### config.mk
export PLATFORM = sky130hd
export DESIGN_NAME = afifo_frame_reader_flat
export DESIGN_NICKNAME = d
export VERILOG_FILES = /design/src/rtl/afifo_frame_reader_if.sv /design/src/rtl/afifo_frame_reader.sv /design/src/flat_wrapper.sv
export SDC_FILE = /design/constraint.sdc
export NUM_CORES = 1
export LEC_CHECK = 0
export CAP_MARGIN = 30
export CORE_MARGIN = 2
export CORE_UTILIZATION = 50
export CTS_CLUSTER_SIZE = 16
export DETAILED_ROUTE_END_ITERATION = 8
export PLACE_DENSITY = 0.81
export SYNTH_ARGS = -nofsm -noshare
export SYNTH_HDL_FRONTEND = slang
export SYNTH_SLANG_ARGS = --single-unit
### constraint.sdc
create_clock -name rd_clk -period 3.6 [get_ports rd_clk]
set_clock_uncertainty 0.1 [all_clocks]
set_input_delay 0.36 -clock rd_clk [delete_from_list [all_inputs] [get_ports rd_clk]]
set_output_delay 0.36 -clock rd_clk [all_outputs]
set_load 0.005 [all_outputs]
### src/rtl/afifo_frame_reader_if.sv
// Signal bundle between the TX async FIFO read port, the frame reader and the MAC byte stream.
// master = the frame reader, slave = the FIFO/MAC side that drives it.
interface afifo_frame_reader_if #(
  parameter int DATA_WIDTH = 36
);
  logic [DATA_WIDTH-1:0] fifo_dout;
  logic                  fifo_data_valid;
  logic                  fifo_rd_rst_busy;
  logic [4:0]            fifo_rd_data_count;
  logic                  fifo_rd_en;

  logic [7:0]            tx_data;
  logic                  tx_valid;
  logic                  tx_ready;
  logic                  tx_sop;
  logic                  tx_eop;
  logic                  tx_underrun;

  logic                  frame_done;
  logic [15:0]           frame_len;
  logic                  sop_err;

  modport master (
    input  fifo_dout, fifo_data_valid, fifo_rd_rst_busy, fifo_rd_data_count, tx_ready,
    output fifo_rd_en, tx_data, tx_valid, tx_sop, tx_eop, tx_underrun,
           frame_done, frame_len, sop_err
  );

  modport slave (
    output fifo_dout, fifo_data_valid, fifo_rd_rst_busy, fifo_rd_data_count, tx_ready,
    input  fifo_rd_en, tx_data, tx_valid, tx_sop, tx_eop, tx_underrun,
           frame_done, frame_len, sop_err
  );
endinterface

### src/rtl/afifo_frame_reader.sv
// Drains framed 36-bit words from an FWFT FIFO and serialises them into a byte stream for the MAC,
// aborting a frame on mid-frame underrun and discarding the rest of it.
module afifo_frame_reader #(
  parameter int DATA_WIDTH   = 36,
  parameter int START_THRESH = 4
) (
  input  logic                 rd_clk,
  input  logic                 rst,
  afifo_frame_reader_if.master bus
);

  localparam logic [4:0] THRESH = 5'(START_THRESH);

  typedef enum logic [1:0] {
    IDLE  = 2'd0,
    SEND  = 2'd1,
    DRAIN = 2'd2
  } state_e;

  state_e      state_q;
  logic [35:0] wbuf_q;
  logic [1:0]  byte_idx_q;
  logic [15:0] len_q;
  logic        first_q;
  logic [15:0] frame_len_q;
  logic        tx_underrun_q;
  logic        frame_done_q;
  logic        sop_err_q;

  logic        head_ok;
  logic        head_sop;
  logic        head_eop;
  logic        start_ok;
  logic        sending;
  logic        last_byte;
  logic        accept;
  logic        rd_en_d;
  logic [15:0] len_d;
  logic [35:0] head_word;

  function automatic logic [15:0] sat_inc16(input logic [15:0] v);
    return (v == 16'hFFFF) ? v : v + 16'd1;
  endfunction

  assign head_word = bus.fifo_dout[35:0];
  // A head word is usable only when valid, the FIFO read side is out of reset, and we are not in reset.
  assign head_ok   = bus.fifo_data_valid & ~bus.fifo_rd_rst_busy & ~rst;
  assign head_sop  = head_word[32];
  assign head_eop  = head_word[33];
  assign start_ok  = head_sop & (head_eop | (bus.fifo_rd_data_count >= THRESH));

  assign sending   = (state_q == SEND);
  assign last_byte = wbuf_q[33] ? (byte_idx_q == wbuf_q[35:34]) : (byte_idx_q == 2'd3);
  assign accept    = sending & bus.tx_ready;
  assign len_d     = sat_inc16(len_q);

  always_comb begin
    rd_en_d = 1'b0;
    unique case (state_q)
      IDLE:    rd_en_d = head_ok & (~head_sop | start_ok);
      SEND:    rd_en_d = accept & last_byte & ~wbuf_q[33] & head_ok;
      DRAIN:   rd_en_d = head_ok & ~head_sop;
      default: rd_en_d = 1'b0;
    endcase
  end

  always_ff @(posedge rd_clk) begin
    if (rst) begin
      state_q       <= IDLE;
      wbuf_q        <= '0;
      byte_idx_q    <= '0;
      len_q         <= '0;
      first_q       <= 1'b0;
      frame_len_q   <= '0;
      tx_underrun_q <= 1'b0;
      frame_done_q  <= 1'b0;
      sop_err_q     <= 1'b0;
    end else begin
      tx_underrun_q <= 1'b0;
      frame_done_q  <= 1'b0;
      sop_err_q     <= 1'b0;
      unique case (state_q)
        IDLE: begin
          if (head_ok) begin
            if (!head_sop) begin
              sop_err_q <= 1'b1;
            end else if (start_ok) begin
              wbuf_q     <= head_word;
              byte_idx_q <= '0;
              len_q      <= '0;
              first_q    <= 1'b1;
              state_q    <= SEND;
            end
          end
        end
        SEND: begin
          if (bus.tx_ready) begin
            len_q   <= len_d;
            first_q <= 1'b0;
            if (last_byte) begin
              if (wbuf_q[33]) begin
                frame_len_q  <= len_d;
                frame_done_q <= 1'b1;
                state_q      <= IDLE;
              end else if (head_ok) begin
                // Refill in the same cycle so the byte stream has no bubble between words.
                wbuf_q     <= head_word;
                byte_idx_q <= '0;
              end else begin
                tx_underrun_q <= 1'b1;
                state_q       <= DRAIN;
              end
            end else begin
              byte_idx_q <= byte_idx_q + 2'd1;
            end
          end
        end
        DRAIN: begin
          // A SOP head is left in place: it is the start of the next frame.
          if (head_ok && (head_sop || head_eop)) begin
            state_q <= IDLE;
          end
        end
        default: state_q <= IDLE;
      endcase
    end
  end

  assign bus.fifo_rd_en  = rd_en_d;
  assign bus.tx_valid    = sending;
  assign bus.tx_data     = wbuf_q[{byte_idx_q, 3'b000} +: 8];
  assign bus.tx_sop      = sending & first_q;
  assign bus.tx_eop      = sending & wbuf_q[33] & last_byte;
  assign bus.tx_underrun = tx_underrun_q;
  assign bus.frame_done  = frame_done_q;
  assign bus.frame_len   = frame_len_q;
  assign bus.sop_err     = sop_err_q;

endmodule

### src/flat_wrapper.sv
// flat-port wrapper written by rule: the top's interface ports become plain ports
module afifo_frame_reader_flat 
#(
  parameter int DATA_WIDTH   = 36,
  parameter int START_THRESH = 4
)
  (rd_clk, rst, bus_fifo_dout, bus_fifo_data_valid, bus_fifo_rd_rst_busy, bus_fifo_rd_data_count, bus_tx_ready, bus_fifo_rd_en, bus_tx_data, bus_tx_valid, bus_tx_sop, bus_tx_eop, bus_tx_underrun, bus_frame_done, bus_frame_len, bus_sop_err);
  afifo_frame_reader_if #(.DATA_WIDTH(DATA_WIDTH)) bus_i ();
  input  logic rd_clk;
  input  logic rst;
  input wire logic [$bits(bus_i.fifo_dout)-1:0] bus_fifo_dout;
  input wire logic [$bits(bus_i.fifo_data_valid)-1:0] bus_fifo_data_valid;
  input wire logic [$bits(bus_i.fifo_rd_rst_busy)-1:0] bus_fifo_rd_rst_busy;
  input wire logic [$bits(bus_i.fifo_rd_data_count)-1:0] bus_fifo_rd_data_count;
  input wire logic [$bits(bus_i.tx_ready)-1:0] bus_tx_ready;
  output wire logic [$bits(bus_i.fifo_rd_en)-1:0] bus_fifo_rd_en;
  output wire logic [$bits(bus_i.tx_data)-1:0] bus_tx_data;
  output wire logic [$bits(bus_i.tx_valid)-1:0] bus_tx_valid;
  output wire logic [$bits(bus_i.tx_sop)-1:0] bus_tx_sop;
  output wire logic [$bits(bus_i.tx_eop)-1:0] bus_tx_eop;
  output wire logic [$bits(bus_i.tx_underrun)-1:0] bus_tx_underrun;
  output wire logic [$bits(bus_i.frame_done)-1:0] bus_frame_done;
  output wire logic [$bits(bus_i.frame_len)-1:0] bus_frame_len;
  output wire logic [$bits(bus_i.sop_err)-1:0] bus_sop_err;
  assign bus_i.fifo_dout = bus_fifo_dout;
  assign bus_i.fifo_data_valid = bus_fifo_data_valid;
  assign bus_i.fifo_rd_rst_busy = bus_fifo_rd_rst_busy;
  assign bus_i.fifo_rd_data_count = bus_fifo_rd_data_count;
  assign bus_i.tx_ready = bus_tx_ready;
  assign bus_fifo_rd_en = bus_i.fifo_rd_en;
  assign bus_tx_data = bus_i.tx_data;
  assign bus_tx_valid = bus_i.tx_valid;
  assign bus_tx_sop = bus_i.tx_sop;
  assign bus_tx_eop = bus_i.tx_eop;
  assign bus_tx_underrun = bus_i.tx_underrun;
  assign bus_frame_done = bus_i.frame_done;
  assign bus_frame_len = bus_i.frame_len;
  assign bus_sop_err = bus_i.sop_err;
  afifo_frame_reader #(.DATA_WIDTH(DATA_WIDTH), .START_THRESH(START_THRESH)) u_core (.rd_clk(rd_clk), .rst(rst), .bus(bus_i));
endmodule
# == Yosys cells after proc, flatten, opt, wreduce, memory -nomap -nowiden ==
# Cells that the tools add are included.
# word_totals
elab_cells,107
input_bits,46
output_inout_bits,31
regBits,76
# op_classes
mux,41
shifts,1
order_cmp,1
eq_ne,16
add_sub_neg,2
n_reduce_logical,13
bitwise_logic,23
# ops
op,count
two-way mux 36 bit,7
two-way mux 16 bit,5
case mux 36 bit (2 select lines),1
indexed part select 36 x 6 -> 8 bit,1
case mux 16 bit (2 select lines),1
two-way mux 2 bit,15
adder 16 x 1 -> 16 bit (second input constant),1
== test 16 bit (second input constant),1
AND reduction 7 bit,2
bitwise AND 1 bit,12
inverter 1 bit,9
two-way mux 1 bit,8
!= test 2 x 1 -> 1 bit (second input constant),4
!= test 2 bit (second input constant),4
AND reduction 8 bit,1
!= test 3 x 2 -> 1 bit (second input constant),2
case mux 2 bit (3 select lines),1
AND reduction 6 bit,1
greater-or-equal comparator 5 x 3 -> 1 bit (second input constant),1
AND reduction 5 bit,1
OR reduction 5 bit,1
== test 2 bit (second input constant),2
case mux 2 bit (2 select lines),1
AND reduction 4 bit,1
other kinds (13),14

# == Longest topological paths before layout ==
# logic_depth
depth_word,8
mapped_depth,9
ltp_nobuf,7

# == Least setup slack after synthesis ==
# OpenSTA, ideal clock, no wires.
# synth_path
kind,flip-flop to flip-flop
start,reg u_core.state_q[0]
end,reg u_core.byte_idx_q[0]
synth_period_minus_slack_ns,1.917
t_arrival_ns,1.743
n_path_buf,1
setup_slack_ns,1.683
setup_ns,0.074
path_stages_with_launch,8
required_ns,3.426
path_cell_list,dfxtp_1 > inv_1 > ha_1 > clkbuf_1 > mux2i_1 > nand2b_2 > or3_1 > a31oi_1
# synth_via
elab_chain_cells,3
word_cells_on_any_way,11
cone_classes,7 x eq/ne; 1 x mux; 3 x reduce/logical
# synth_rtl
item,line,rtl
"start, declared",afifo_frame_reader.sv:20,state_e state_q;
"start signal, assigned",afifo_frame_reader.sv:69,state_q <= IDLE;
"start signal, assigned",afifo_frame_reader.sv:92,state_q <= SEND;
"start signal, assigned",afifo_frame_reader.sv:104,state_q <= IDLE;
== test 2 x 1 -> 1 bit / zero test 2 bit (equally long branches),afifo_frame_reader.sv:82,unique case (state_q)
"!= test 3 bit (no source line), or another cell as far along",-,
AND reduction 7 bit (no source line),-,
"end signal, assigned",afifo_frame_reader.sv:114,byte_idx_q <= byte_idx_q + 2'd1;
"end, declared",afifo_frame_reader.sv:22,logic [1:0] byte_idx_q;
# Parallel ways exist; a longest one is shown, timed or not.
# A chain may end at the register's enable or synchronous reset.

# == Final worst setup path ==
# layout_path
start,in bus_fifo_data_valid
end,out bus_fifo_rd_en
# layout_via
elab_chain_cells,4
word_cells_on_any_way,6
cone_classes,1 x mux; 5 x bitwise
# layout_rtl
item,line,rtl
"start, declared",flat_wrapper.sv:12,input wire logic [$bits(bus_i.fifo_data_valid)-1:0] bus_fifo_data_valid;
bitwise AND 1 bit (*) (2 in a row),afifo_frame_reader.sv:47,assign head_ok = bus.fifo_data_valid & ~bus.fifo_rd_rst_busy & ~rst;
bitwise AND 1 bit (on tied branches),"afifo_frame_reader.sv:62, afifo_frame_reader.sv:60, afifo_frame_reader.sv:61",
case mux 1 bit (3 select lines) (*),afifo_frame_reader.sv:59,unique case (state_q)
"end, declared",flat_wrapper.sv:16,output wire logic [$bits(bus_i.fifo_rd_en)-1:0] bus_fifo_rd_en;
# Every way passes the cells marked *; elsewhere a longest branch is shown, timed or not.

==> metrics <==
status=finished, final reports clean; die height=90.6 um; Die ar.=0.00820 sq mm; proportion of layout cells with a drive suffix above 1=8.21%; pwr/cell area=422 mW/mm^2; count leader, synth=dfxtp_1; antenna cells=0; global-route wire length before repair=14.9 mm; area of the core=0.00725 sq mm; Area Growth Syn to Fin=24.6%; fin area=0.00467 sq mm; Max-Cap Viols=0; largest net degree at the start of global routing=53; Final Slew Violations=0; iteration count of the initial detailed-routing pass=6; syn_nets=451; Register Area=0.00150 sq mm; count of unique library cells instantiated by Yosys=66; Initial Utilization=51.6%; gr usage total=22.5%; Final ANT Viol Nets=0; final hold vios=0; Post-Synthesis Cells=400; fillers=596; wire length per cell=16.1 um; crit end category=output pin; sequential element share of the synthesized area=40.1%; crit path time final=2860 ps; TNS Setup=0 ps; relative slew slack=40.2%; arrival time worst endpoint=2400 ps; # rows=31; Max VDD drop=220 uV; Vias/cell=5.76; CTS tree=yes; Remaining Overflow, GRT=0; I/O Buffers=74; Cell Area, Synth=0.00375 sq mm; top-area cell type share of the netlist area=40.1%; DPL Wire Length=6.21 mm; Final Cycle Share=79.3%; Placed Instance Area=0.00448 sq mm; Avg Cell Area, Syn=9.37 sq um; Post-CTS Resized=0; CP required=3140 ps; YS warnings=0; Yosys reg bits=75; clk slew on worst S/H paths=90 ps; Fmax=350 MHz; ys flop type=dfxtp_1; top cells by count, synth=75 x dfxtp_1, 52 x nor2_1, 35 x mux2i_1; unrepaired setup endpoints after global routing=false; critical path startpoint category=primary input; I/O Pins=77; initial antenna violation count=0; async set-reset flop share out of synthesis=0%; Post-route DRC=0; Synth area leader=dfxtp_1; # nets final=509; clock sinks=75; Starting DRT DRC Count=161; CP Max Fanout=7; clk root buf=clkbuf_8; Post-CTS Hold Buffers=0; CTS buffer count=9; final setup fails=0; via count=3236; final wirelength=9.05 mm; hold crit path type=primary input to register; Worst R2R Setup Slack=1020 ps; die width=90.6 um; leakage=0.00182 uW; number of flops mapped to enable cells by yosys=0; vias in the first global route=3073; Setup Buffers After CTS=0; # H-tree levels=3; multi-input logic area=0.00206 sq mm; synth top area cells=dfxtp_1 40%, mux2i_1 9.4%, nor2_1 5.2%; worst-margin pin slew=896 ps; GPL Wtd Cong=0.828; later-pin clock latency in the skew report=360 ps; Max Root-Sink Buffers=2; Crit Path Class=primary input to output pin
[cells in the final DEF, fill, tap and decap left out, types with 2 or more instances in the layout]
cell type        synthesis  layout
inv_8                    0       3
inv_6                    0       2
o41ai_1                  3       3
buf_4                    2       3
xor2_1                   3       3
o21ai_1                 13      13
a21oi_1                 13      13
a21o_1                   3       3
o211ai_1                 4       4
nor3b_1                  5       5
mux4_2                   8       8
clkbuf_8                 0       9
and2_1                   3       3
and3_1                  10      10
nor3_1                   7       7
mux2i_1                 35      35
inv_1                    8       8
nand2b_1                 4       4
a22o_1                   2       2
nand2_1                 21      21
a311oi_1                 3       3
nor2b_1                  2       2
a211oi_1                10      10
nor2_1                  52      52
a41oi_1                  2       2
or3_1                    2       2
o31ai_1                  2       2
nand3_1                 15      15
clkdlybuf4s50_1          0      73
ha_1                     5       5
and4_1                   5       5
xnor2_1                  9       9
nand4b_1                 2       2
nand4_1                  7       7
a31oi_1                  6       6
dfxtp_1                 75      75
o21a_1                   2       2
[power breakdown]
group          internal, uW  leakage, uW  switching (uW)
clock                   271    0.0000962             371
combinational           201      0.00112             226
sequential              866     0.000606            38.5
total                  1340      0.00182             635
[critical path, stage by stage]
cell and delay [ps]:
clkdlybuf4s50_1 470, or3b_1 500, a311o_1 370, a31oi_1 170
clkdlybuf4s50_1 530
[through the flow]
step | power, uW | cells | util, % | setup slack (ps) | hold WS (ps)
finish | 1970 | 562 | 64.4 | 745 | 184
floorplan | 1210 | 400 | - | 1680 | 332
CTS | 1980 | 562 | 64.4 | 740 | 173
detailed placement | 1350 | 546 | 61.7 | 746 | 358
global placement | 1330 | 546 | 61.7 | 789 | 341
global route | 2070 | 562 | 64.4 | 648 | 194
[path summary, 6_finish.rpt]
| check | from | end | depth (start not counted) |
|---|---|---|---|
| min | rst | u_core.bus.frame_len[8]$_SDFFE_PP0P_ | 2 |
| min reg2reg | u_core.bus.frame_len[3]$_SDFFE_PP0P_ | u_core.bus.frame_len[3]$_SDFFE_PP0P_ | 2 |
| max | bus_fifo_data_valid | bus_fifo_rd_en | 5 |
| max reg2reg | u_core.byte_idx_q[0]$_SDFFE_PP0P_ | u_core.bus.frame_len[10]$_SDFFE_PP0P_ | 6 |
[cell type report]
class	count	share of cell area [%]
multi-input cells	287	44.2
flip-flops and latches	75	32.2
repair buffers	77	16.2
clock buffers	9	2.65
well taps	99	2.65
clock inverters	7	1.45
inverters	8	0.643
[sequential cells by signal (all words and copies together), names as in the netlist]
register,cells
u_core.bus.frame_len,16
u_core.state_q,2
u_core.wbuf_q,35
u_core.first_q,1
u_core.bus.frame_done,1
u_core.bus.tx_underrun,1
u_core.byte_idx_q,2
u_core.bus.sop_err,1
u_core.len_q,16
[layer usage]
| metal | wire length, um | global-route usage (%) |
|---|---|---|
| met5 | 0 | 0 |
| met4 | 274 | 11.9 |
| met3 | 339 | 4.09 |
| met2 | 4500 | 37.3 |
| met1 | 3940 | 27.7 |
[cells by family (layout without fill, tap and decap cells)]
kind of cell	after synthesis	after routing	synth area share, %
buffers and inverters	38	101	4.88
AO/OA/AOI/OAI	82	82	16.4
AND/OR/NAND/NOR	144	144	19.7
adder cells (fa/ha/maj)	5	5	1.67
XOR/XNOR	12	12	2.81
flip-flops	75	75	40.1
multiplexers	44	44	14.5
Note: power is estimated with default switching activity, not from simulation.
